--- config.mk ---
export PLATFORM = sky130hd
export DESIGN_NAME = vita_frame_reframer
export DESIGN_NICKNAME = d
export VERILOG_FILES = /design/src/rtl/vita_frame_reframer.sv
export SDC_FILE = /design/constraint.sdc
export NUM_CORES = 1
export LEC_CHECK = 0
export BUFFER_PORTS_ARGS = -buffer_cell sky130_fd_sc_hd__buf_2
export CORE_ASPECT_RATIO = 1.25
export CORE_MARGIN = 2
export CORE_UTILIZATION = 50
export DETAILED_ROUTE_END_ITERATION = 10
export PLACE_DENSITY = 0.8
export RECOVER_POWER = 25
export SYNTH_ARGS = -nofsm -noshare
export SYNTH_HDL_FRONTEND = slang
export SYNTH_SLANG_ARGS = --single-unit
--- constraint.sdc ---
create_clock -name clk -period 2.7 [get_ports clk]
set_input_delay 0.405 -clock clk [delete_from_list [all_inputs] [get_ports clk]]
set_output_delay 0.405 -clock clk [all_outputs]
set_load 0.1 [all_outputs]
--- src/rtl/vita_frame_reframer.sv ---
// Length-driven reframer: reads the header length of a flagless word stream and re-emits it
// with {occ, eof, sof} flags through a registered output stage. Define REFRAMER_STATS_EN to build counters.
module vita_frame_reframer #(
  parameter int WIDTH     = 16,
  parameter int LEN_BITS  = 15,
  parameter int LEN_SHIFT = 1,
  parameter int MAX_LEN   = 2048
) (
  input  logic             clk,
  input  logic             reset,
  input  logic             clear,
  input  logic [WIDTH-1:0] data_i,
  input  logic             src_rdy_i,
  output logic             dst_rdy_o,
  output logic [WIDTH+2:0] data_o,
  output logic             src_rdy_o,
  input  logic             dst_rdy_i,
  output logic [1:0]       state,
  output logic             err_pulse,
  output logic [31:0]      pkt_count,
  output logic [15:0]      err_count
);

  localparam int LW = LEN_BITS + LEN_SHIFT;

  typedef enum logic [1:0] {
    IDLE = 2'd0,
    PKT  = 2'd1
  } state_t;

  state_t        st;
  logic [LW-1:0] rem;
  logic [LW-1:0] len;
  logic          acc_i;
  logic          acc_o;
  logic          len_bad;
  logic          err_hit;
  logic          out_sof;
  logic          out_eof;

  assign acc_i     = src_rdy_i & dst_rdy_o;
  assign acc_o     = src_rdy_o & dst_rdy_i;
  // The output register refills in the same cycle it drains, so a stalled-but-draining stage still accepts.
  assign dst_rdy_o = ~src_rdy_o | dst_rdy_i;
  assign state     = st;

  // Widen before shifting so the header length never truncates.
  assign len     = LW'(data_i[LEN_BITS-1:0]) << LEN_SHIFT;
  assign len_bad = (len == '0) || (32'(len) > 32'(MAX_LEN));
  assign err_hit = acc_i && (st == IDLE) && len_bad;

  // NOTE: every always_comb output gets a default first so no path leaves it unassigned (no latch).
  always_comb begin
    out_sof = 1'b0;
    out_eof = 1'b0;
    if (st == IDLE) begin
      out_sof = 1'b1;
      out_eof = len_bad || (len == LW'(1));
    end else begin
      out_eof = (rem == LW'(1));
    end
  end

  // NOTE: sequential state uses non-blocking assignments so every register samples pre-edge values.
  always_ff @(posedge clk or posedge reset) begin
    if (reset) begin
      st        <= IDLE;
      rem       <= '0;
      src_rdy_o <= 1'b0;
      data_o    <= '0;
      err_pulse <= 1'b0;
    end else if (clear) begin
      st        <= IDLE;
      rem       <= '0;
      src_rdy_o <= 1'b0;
      data_o    <= '0;
      err_pulse <= 1'b0;
    end else begin
      err_pulse <= err_hit;
      if (acc_i) begin
        data_o    <= {1'b0, out_eof, out_sof, data_i};
        src_rdy_o <= 1'b1;
        case (st)
          IDLE: begin
            // Illegal headers stay in IDLE so the very next word is taken as a header.
            if (!len_bad && (len != LW'(1))) begin
              rem <= len - LW'(1);
              st  <= PKT;
            end
          end
          PKT: begin
            rem <= rem - LW'(1);
            if (rem == LW'(1)) st <= IDLE;
          end
          default: st <= IDLE;
        endcase
      end else if (acc_o) begin
        src_rdy_o <= 1'b0;
      end
    end
  end

`ifdef REFRAMER_STATS_EN
  logic pkt_done;

  assign pkt_done = acc_i && out_eof && !err_hit;

  always_ff @(posedge clk or posedge reset) begin
    if (reset) begin
      pkt_count <= '0;
      err_count <= '0;
    end else if (clear) begin
      pkt_count <= '0;
      err_count <= '0;
    end else begin
      if (pkt_done) pkt_count <= pkt_count + 32'd1;
      if (err_hit && (err_count != 16'hFFFF)) err_count <= err_count + 16'd1;
    end
  end
`else
  assign pkt_count = '0;
  assign err_count = '0;
`endif

endmodule

Word level (Yosys, flattened, before mapping)
Index checks and enable logic that the tools add are counted.
{ "word_totals": {"reg_bits": 39, "input_bits": 21, "output_inout_bits": 72, "elab_cells": 43} }
{ "classes": {"addsub": 2, "n_lt_le_gt_ge": 1, "n_eq_ne": 4, "n_mux": 17, "n_bitwise": 4, "reduce_logical": 10} }
{ "op_table": {"columns": ["operator", "count"], "rows": [
  ["16-bit 2-to-1 mux", 3],
  ["19-bit 2-to-1 mux", 2],
  ["16-bit one-hot mux with 2 select lines", 1],
  ["16-bit by 1-bit subtractor with 16-bit output (second input constant)", 2],
  ["16-bit by 1-bit == test with 1-bit output (second input constant)", 1],
  ["16-bit by 12-bit > comparator with 1-bit output (second input constant)", 1],
  ["16-bit logical NOT", 1],
  ["2-bit 2-to-1 mux", 4],
  ["1-bit 2-to-1 mux", 6],
  ["3-bit inequality test (second input constant)", 2],
  ["3-bit AND reduction", 2],
  ["3-bit nonzero test", 2],
  ["2-bit one-hot mux with 2 select lines", 1],
  ["1-bit bitwise AND", 2],
  ["2-bit by 1-bit == test with 1-bit output (second input constant)", 1],
  ["1-bit logical AND", 2],
  ["2-bit logical NOT", 1],
  ["2-bit nonzero test", 1],
  ["1-bit logical OR", 1],
  ["1-bit inverter", 1],
  ["1-bit OR", 1]
]} }

Logic depth before layout (Yosys ltp)
Gate-level depths: netlist (run 1).
{ "logic_depth": {"word_depth": 6, "ltp_mapped": 9, "mapped_depth_nobuf": 7} }

Worst setup path after synthesis (run 1)
No wires, ideal clock.
{ "synth_timing": {"path_type": "register to register", "start": "register src_rdy_o", "end": "register rem[8]", "arrival_time_ns": 3.018, "required_ns": 2.622, "path_slack_ns": -0.396, "path_stages_with_launch": 8, "synth_period_minus_slack_ns": 3.096, "cell_sequence": "dfrtp_1 nand2b_1 clkbuf_1 and2_1 clkbuf_1 clkbuf_1 o2111ai_1 a21oi_1"} }
{ "synth_via": {"elab_chain_len": 5} }
{ "synth_rtl": {"columns": ["item", "line", "text"], "rows": [
  ["start, declared", "16", "output logic src_rdy_o,"],
  ["start signal, assigned", "69", "src_rdy_o <= 1'b0;"],
  ["start signal, assigned", "75", "src_rdy_o <= 1'b0;"],
  ["start signal, assigned", "82", "src_rdy_o <= 1'b1;"],
  ["1-bit inverter", "44", "assign dst_rdy_o = ~src_rdy_o | dst_rdy_i;"],
  ["1-bit OR", "44", null],
  ["named net dst_rdy_o", "14", "output logic dst_rdy_o,"],
  ["1-bit bitwise AND", "41", "assign acc_i = src_rdy_i & dst_rdy_o;"],
  ["2-bit nonzero test (no source line)", null, null],
  ["3-bit AND reduction (no source line)", null, null],
  ["end signal, assigned", "87", "rem <= len - LW'(1);"],
  ["end signal, assigned", "92", "rem <= rem - LW'(1);"],
  ["end, declared", "32", "logic [LW-1:0] rem;"]
]} }
The timed path passes the listed nets, and every way through them passes these cells.
A chain may end at the register's enable or synchronous reset.

Worst setup path in the final report (run 1)
{ "layout_timing": {"start": "input port data_i[7]", "end": "register rem[14]"} }
{ "layout_via": {"elab_chain_len": 5, "elab_cells_between_ends": 10, "cone_classes": "add/sub: 1; order compare: 1; eq/ne: 1; mux: 4; reduce/logical: 3"} }
{ "layout_rtl": {"columns": ["item", "line", "text"], "rows": [
  ["start, declared", "12", "input logic [WIDTH-1:0] data_i,"],
  ["16-bit by 1-bit subtractor with 16-bit output", "87", null],
  ["16-bit 2-to-1 mux", "86", "if (!len_bad && (len != LW'(1))) begin"],
  ["16-bit one-hot mux with 2 select lines", "83", "case (st)"],
  ["16-bit 2-to-1 mux", "80", "if (acc_i) begin"],
  ["16-bit 2-to-1 mux", "72", "end else if (clear) begin"]
]} }
Several ways; a longest one is shown, not always the timed one. The select of a mux whose other input is x is not followed.

==> results of run 1 <==
## worst paths after layout
check | from | to | slack (ps)
worst min register to register | data_o[9] | data_o[9] | 520
worst max register to register | rem[2] | rem[11] | 540
worst min-delay path | data_i[15] | data_o[15] | 350
min in group asynchronous | reset | data_o[6] | 830
max in group asynchronous | reset | rem[9] | 690
worst max-delay path | data_i[7] | rem[14] | 290
## per-layer routing
| metal | vias up | part of all wire, % |
|---|---|---|
| met5 | - | 0 |
| met4 | 0 | 4.3 |
| met3 | 31 | 6.6 |
| met2 | 121 | 50 |
| met1 | 1157 | 40 |
| li1 | 1144 | - |
## area by class of cell
cell class                      count  area, um^2  area share [%]
Multi-Input combinational cell    259        1480           50.43
Inverter                            9       33.78           1.151
Sequential cell                    37       925.9           31.54
Tap cell                           64       80.08           2.728
Clock buffer                        5       68.82           2.344
Timing Repair Buffer               52       281.5           9.591
Clock inverter                      3       65.06           2.217
## worst max-delay path, stage by stage
cell and delay, ps:
buf_2 140, or4_1 690, or4b_1 550, nor4_1 410, nor2_1 130, a311oi_2 280
## cell usage in the layout, fill, tap and decap left out, types with 2 or more instances in the layout
| master | n |
|---|---|
| a21oi_1 | 29 |
| a22o_1 | 2 |
| a31oi_1 | 3 |
| a32o_1 | 3 |
| and2_1 | 3 |
| buf_2 | 42 |
| buf_4 | 9 |
| bufinv_16 | 2 |
| clkbuf_8 | 5 |
| conb_1 | 50 |
| dfrtp_1 | 37 |
| ha_1 | 3 |
| inv_1 | 9 |
| mux2i_1 | 3 |
| nand2_1 | 43 |
| nand2b_1 | 2 |
| nand3_1 | 10 |
| nand4_1 | 8 |
| nor2_1 | 12 |
| nor3_1 | 8 |
| nor4_1 | 10 |
| o2111ai_1 | 2 |
| o211ai_1 | 2 |
| o21ai_0 | 11 |
| o21ai_1 | 5 |
| o31a_1 | 2 |
| o31ai_1 | 3 |
| o41ai_1 | 2 |
| or2_2 | 3 |
| or3_1 | 4 |
| or4_1 | 7 |
| xor2_1 | 7 |
## per-stage QoR
step	total power, mW	area [um^2]	hold WS [ps]	util, %
4_1_cts	1.807	2939	225.7	54.76
3_5_place_dp	1.233	2805	514.1	52.26
3_3_place_gp	1.229	2805	507.3	52.26
6_report	1.800	2935	350.8	54.69
2_1_floorplan	1.206	2934	496.4	-
5_1_grt	1.863	2935	355.7	54.69
## logic make-up after synthesis
family,count (synthesis)
AND/OR/NAND/NOR,118
buffers and inverters,79
multiplexers,3
other,1
AO/OA/AOI/OAI,77
XOR/XNOR,8
adder cells (fa/ha/maj),3
flip-flops,37
## power by group
group / leakage (nW) / internal (mW) / switching (mW)
clock: 0.0681 / 0.367 / 0.209
sequential: 0.502 / 0.574 / 0.0132
combinational: 0.832 / 0.0722 / 0.565
## registers in the layout, summed over array words and instances (netlist names)
register / flops
state: 1
err_pulse: 1
rem: 16
data_o: 18
src_rdy_o: 1
==> results.ini, run 1 <==
[grt]
grt_pass1_wl_mm=10.77
grt_busiest_layer=met2
grt_max_degree=38
antenna_found_initial=0
grt_use_met2_pct=36.71
overflow=0
grtUsageMet1_pct=25.74
met3_usage_pct=5.903
grt_pass1_vias=2236
grt.total_usage_pct=22.16

[power_and_ir_drop]
peakVddDrop_mv=0.4069
p_per_area_mw_per_mm2=613.2
p_leak_nw=1.402

[clock_tree]
cts_setup_buffers=0
clock_sinks=37
cts-root-buf=clkbuf_8
postCtsHoldBufs=0
cts-resized-gates=0
htreeDepth=2
clk_latency_ps=290
clk_pin_slew_ps=80
cts_made_buffers=5
cts_tree=yes
max-clock-path-buffers=2

[critical_path]
arrival_ps=2620
rr_worst_depth=5
path_class=input pin to flip-flop
critPathRequiredTime_ps=2900
crit_path_max_fanout=8
crit_path_end_kind=flip-flop
startpoint_type=input pin

[yosys]
synth-edff-count=0
synth-seq-cells=37
synth-seq-area-share_pct=33.68
synth_cell_type_count=55
synth.avg_cell_area_um2=8.432
synth_mux_area_share_pct=1.092
synth-main-ff-cell=dfrtp_1
synth_xor_xnor_area_share_pct=2.549
synthSimpleGateAreaFrac_pct=22.17
synth-compound-area-share_pct=19.85
yosys.area.top_type=dfrtp_1
synthAdderAreaFrac_pct=1.365
synth_warnings=0
synth_commonest_cells=buf_4 (50), nand2_1 (43), dfrtp_1 (37), a21oi_1 (29), nor2_1 (12)
synth_top_area_share_pct=33.68
synth_cells=326
synth_top_family_by_area=simple AND/OR/NAND/NOR gates
synth_area_leaders=dfrtp_1 (34%), buf_4 (14%), nand2_1 (5.9%)
ys_async_sr_fraction_pct=100.0
synth.most_common_cell=buf_4
syn-cell-area_mm2=0.002749

[layout]
final_cells=429
syn2layout_area_growth_pct=6.782
num_antenna_cells=0
drive_gt1_share_pct=19.45
fill_cells=503
nets=388

[die]
start_util_pct=51.21
die_h_um=86.90
row_count=30
die_area_mm2=0.006111
die_w_um=70.32
num_io_pins=93
coreArea_mm2=0.005368

[placed_design]
place_ws_ps=-2.313
placed_cells=421
io_buffers=42
dp_hpwl_mm=4.850
gp_congestion=0.9383

[routing]
routedWlPerCell_um=15.37
vias=2453
vias_per_cell=5.718
routed_wl_mm=6.594
first_pass_iters=4
final_antenna_net_count=0
drc_errors=0
drtIter0Drc=98

[sta]
setup_tns_ps=0
finClkSkew_ps=5.754
fin_crit_ps=2413
fin_ws_ps=286.9
slew_violations=38
fmax_ghz=0.4144
relSlewSlack_pct=-36.25
tightest_slew_ps=2044
rsz0062_at_grt=no
period_share_pct=89.37
finalSetupViolCount=0
hold_violations=0

[hold_path]
min_path_type=input pin to flip-flop
whs_path_depth=3

[outcome]
violations=capacitance limit, slew limit
status=finished, violations left

[flow_run]
cap_violations=1

No activity file was read; power rests on OpenSTA's default activity.
==> run 2: changes to the inputs <==
Settings changed: PLACE_DENSITY 0.8 to 0.79.
==> results.ini, run 2 (synthesis results as in run 1) <==
[clock_tree]
cts-root-buf=clkbuf_8
clk_pin_slew_ps=80
postCtsHoldBufs=0
clock_sinks=37
cts_made_buffers=5
cts_tree=yes
htreeDepth=2
clk_latency_ps=300
max-clock-path-buffers=2
cts-resized-gates=0
cts_setup_buffers=0

[routing]
vias_per_cell=5.658
routedWlPerCell_um=15.28
drc_errors=0
drtIter0Drc=112
final_antenna_net_count=0
first_pass_iters=4
vias=2433
routed_wl_mm=6.570

[critical_path]
arrival_ps=2550
crit_path_max_fanout=9
rr_worst_depth=5
crit_path_cell_trace=buf_2 -> inv_1 -> ha_1 -> or4b_4 -> or4_4 -> a31oi_4 -> nor2_1 -> a311oi_2
r2r_end=rem[11]
crit_path_top_delay_cell=or4_4
startpoint_type=input pin
critPathBufInv=2
path_class=input pin to flip-flop
r2r_setup_slack_ps=530
crit_start=data_i[0]
critPathRequiredTime_ps=2910
rr_startpoint=rem[2]
crit_family=simple AND/OR/NAND/NOR gates
cpPeakStageDelay_ps=560
crit_path_end_kind=flip-flop

[sta]
rsz0062_at_grt=no
finalSetupViolCount=0
fmax_ghz=0.4274
setup_tns_ps=0
tightest_slew_ps=2037
period_share_pct=86.65
relSlewSlack_pct=-35.81
hold_violations=0
finClkSkew_ps=7.844
fin_crit_ps=2340
fin_ws_ps=360.4
holdWs_ps=346.2
slew_violations=38

[die]
start_util_pct=51.21
coreArea_mm2=0.005368
num_io_pins=93
row_count=30
die_w_um=70.32
die_area_mm2=0.006111
die_h_um=86.90

[hold_path]
min_path_type=input pin to flip-flop
min_from=data_i[15]
hold_end=data_o[15]
whs_path_depth=3

[layout]
drive_gt1_share_pct=19.67
reg_top3=data_o: 18 flops, rem: 16 flops
regMostFlops=data_o
seq_area_um2=925.9
syn2layout_area_growth_pct=6.554
fin_area_mm2=0.002929
fill_cells=498
final_common_cell=conb_1
num_antenna_cells=0
largest_reg_flops=18
multiInputGateArea_mm2=0.001480
nets=389
finish.utilization_pct=54.57
layout_common_cells=conb_1 (50), nand2_1 (43), buf_2 (42)

[grt]
antenna_found_initial=0
grt_pass1_vias=2267
grt_pass1_wl_mm=10.98
grt_max_degree=38
overflow=0
grt.total_usage_pct=22.61

[placed_design]
io_buffers=42
dp_hpwl_mm=4.952
place_ws_ps=60.95
placed_area_mm2=0.002813
gp_congestion=0.9259

[flow_run]
cap_violations=1

[power_and_ir_drop]
p_per_area_mw_per_mm2=595.5
p_leak_nw=1.396
peakVddDrop_mv=0.3955

[outcome]
status=finished, violations left
violations=capacitance limit, slew limit

run 2: worst max-delay path by stage:
stage / end / slack, ps / cells after the start
after detailed placement: rem[4] / 60 / 8
final: rem[14] / 360 / 8
after floorplan: rem[8] / 90 / 7
after global placement: rem[14] / 110 / 8
after CTS: rem[14] / 370 / 8
after global routing: rem[14] / 240 / 8
run 2: worst reg2reg max path, stage by stage (launching register included):
cell	delay, ps
dfrtp_1	490
or4_1	630
or3_1	450
o211ai_1	190
nand3_1	100
a22o_1	200
run 2: power by group:
group	switching (mW)	internal, mW
Combinational	0.565	0.0728
Clock	0.218	0.300
Sequential	0.0133	0.574
Total	0.797	0.947
run 2: layout make-up:
class | count | area share [%]
clock inverter | 2 | 1.282
clock buffer | 6 | 2.819
timing repair buffer | 53 | 9.868
multi-input combinational | 259 | 50.53
inverter | 9 | 1.153
tap | 64 | 2.734
sequential | 37 | 31.61
run 2: per-stage QoR:
stage	power [mW]	instances
floorplan	1.206	375
finish	1.744	430
detailed placement	1.234	422
global route	1.802	430
global placement	1.229	422
CTS	1.748	430
run 2: metal layers:
| layer | vias to the layer above | global-route usage (%) | routed length [um] |
|---|---|---|---|
| li1 | 1145 | - | - |
| met4 | 0 | 10.49 | 199 |
| met1 | 1158 | 28.29 | 2646 |
| met2 | 112 | 37.82 | 3365 |
| met3 | 18 | 4.282 | 358 |
| met5 | - | 0 | 0 |
==> run 3: changes to the inputs <==
Settings changed: CORE_MARGIN 2 to not set, PLACE_DENSITY 0.79 to 0.88.
==> results.ini, run 3 (synthesis results as in run 1) <==
[outcome]
status=finished, violations left
violations=capacitance limit, slew limit

[layout]
drive_gt1_share_pct=20.33
fill_cells=478
largest_reg_flops=18
nets=392
layout_common_cells=conb_1 (50), nand2_1 (43), buf_2 (42)
num_antenna_cells=0
regMostFlops=data_o
finish.utilization_pct=56.47
syn2layout_area_growth_pct=6.600
reg_top3=data_o: 18 flops, rem: 16 flops
final_common_cell=conb_1

[routing]
drc_errors=0
vias=2428
vias_per_cell=5.633
drtIter0Drc=92
routedWlPerCell_um=15.32
final_antenna_net_count=0
first_pass_iters=4
routed_wl_mm=6.603

[grt]
antenna_found_initial=0
grt_max_degree=38
grt.total_usage_pct=24.77
grt_pass1_wl_mm=10.76
grt_pass1_vias=2298
overflow=0

[placed_design]
place_ws_ps=51.76
dp_hpwl_mm=4.880
io_buffers=42
gp_congestion=0.9451

[power_and_ir_drop]
finalPower_mw=1.667
p_leak_nw=1.407
peakVddDrop_mv=0.5186
p_per_area_mw_per_mm2=568.8

[critical_path]
rr_worst_depth=5
path_class=input pin to flip-flop
crit_path_max_fanout=9
critPathRequiredTime_ps=2910
crit_path_end_kind=flip-flop
startpoint_type=input pin
arrival_ps=2580
r2r_setup_slack_ps=590

[die]
die_h_um=84.90
start_util_pct=52.98
coreArea_mm2=0.005189
row_count=29
die_w_um=68.32
die_area_mm2=0.005800
num_io_pins=93

[sta]
setup_tns_ps=0
fin_ws_ps=327.0
period_share_pct=87.89
relSlewSlack_pct=-37.65
tightest_slew_ps=2065
fin_crit_ps=2373
fmax_ghz=0.4214
finalSetupViolCount=0
rsz0062_at_grt=no
finClkSkew_ps=3.169
slew_violations=38
hold_violations=0

[clock_tree]
cts_made_buffers=5
cts-resized-gates=0
clk_pin_slew_ps=80
clock_sinks=37
clk_latency_ps=300
htreeDepth=2
cts_tree=yes
cts_setup_buffers=0
cts-root-buf=clkbuf_8
postCtsHoldBufs=0
max-clock-path-buffers=2

[hold_path]
min_path_type=input pin to flip-flop
whs_path_depth=3

[flow_run]
cap_violations=1

[run 3: per-layer routing]
metal	GRT usage (%)	part of all wire, %	vias to the layer above
met3	4.301	4.8	17
met1	28.65	38	1165
met2	42.42	54	102
met4	12.50	3.0	0
li1	-	-	1144
met5	0	0	-
[run 3: worst paths after layout]
kind / from / endpoint
setup / recovery: data_i[0] / rem[9]
hold / removal: data_i[15] / data_o[15]
setup reg to reg: rem[4] / rem[15]
hold reg to reg: data_o[15] / data_o[15]
max in group asynchronous: reset / data_o[13]
min in group asynchronous: reset / data_o[4]
[run 3: cell type report]
| class | count | area [um^2] | area share [%] |
|---|---|---|---|
| multi-input cells | 259 | 1480 | 50.51 |
| flip-flops and latches | 37 | 925.9 | 31.60 |
| repair buffers | 56 | 311.5 | 10.63 |
| clock buffers | 7 | 96.34 | 3.288 |
| well taps | 62 | 77.57 | 2.647 |
| inverters | 9 | 33.78 | 1.153 |
| clock inverters | 1 | 5.005 | 0.1708 |
[run 3: critical path: stages]
cell and delay (ps):
buf_2 120, inv_1 80, ha_1 190, or4b_4 530, or4_4 560, a31oi_4 360, nor3_1 110, o32ai_2 220
[run 3: power breakdown]
group | total (mW) | switching (mW) | internal (mW)
Sequential | 0.587 | 0.0130 | 0.574
Combinational | 0.640 | 0.566 | 0.0736
Clock | 0.440 | 0.209 | 0.231
[run 3: through the flow]
step	std cells	hold slack, ps	instance area (um^2)
6_report	431	342.8	2930
5_1_grt	431	349.2	2930
4_1_cts	431	224.1	2934
3_5_place_dp	423	511.1	2833
3_3_place_gp	423	506.3	2833
2_1_floorplan	375	496.4	2934
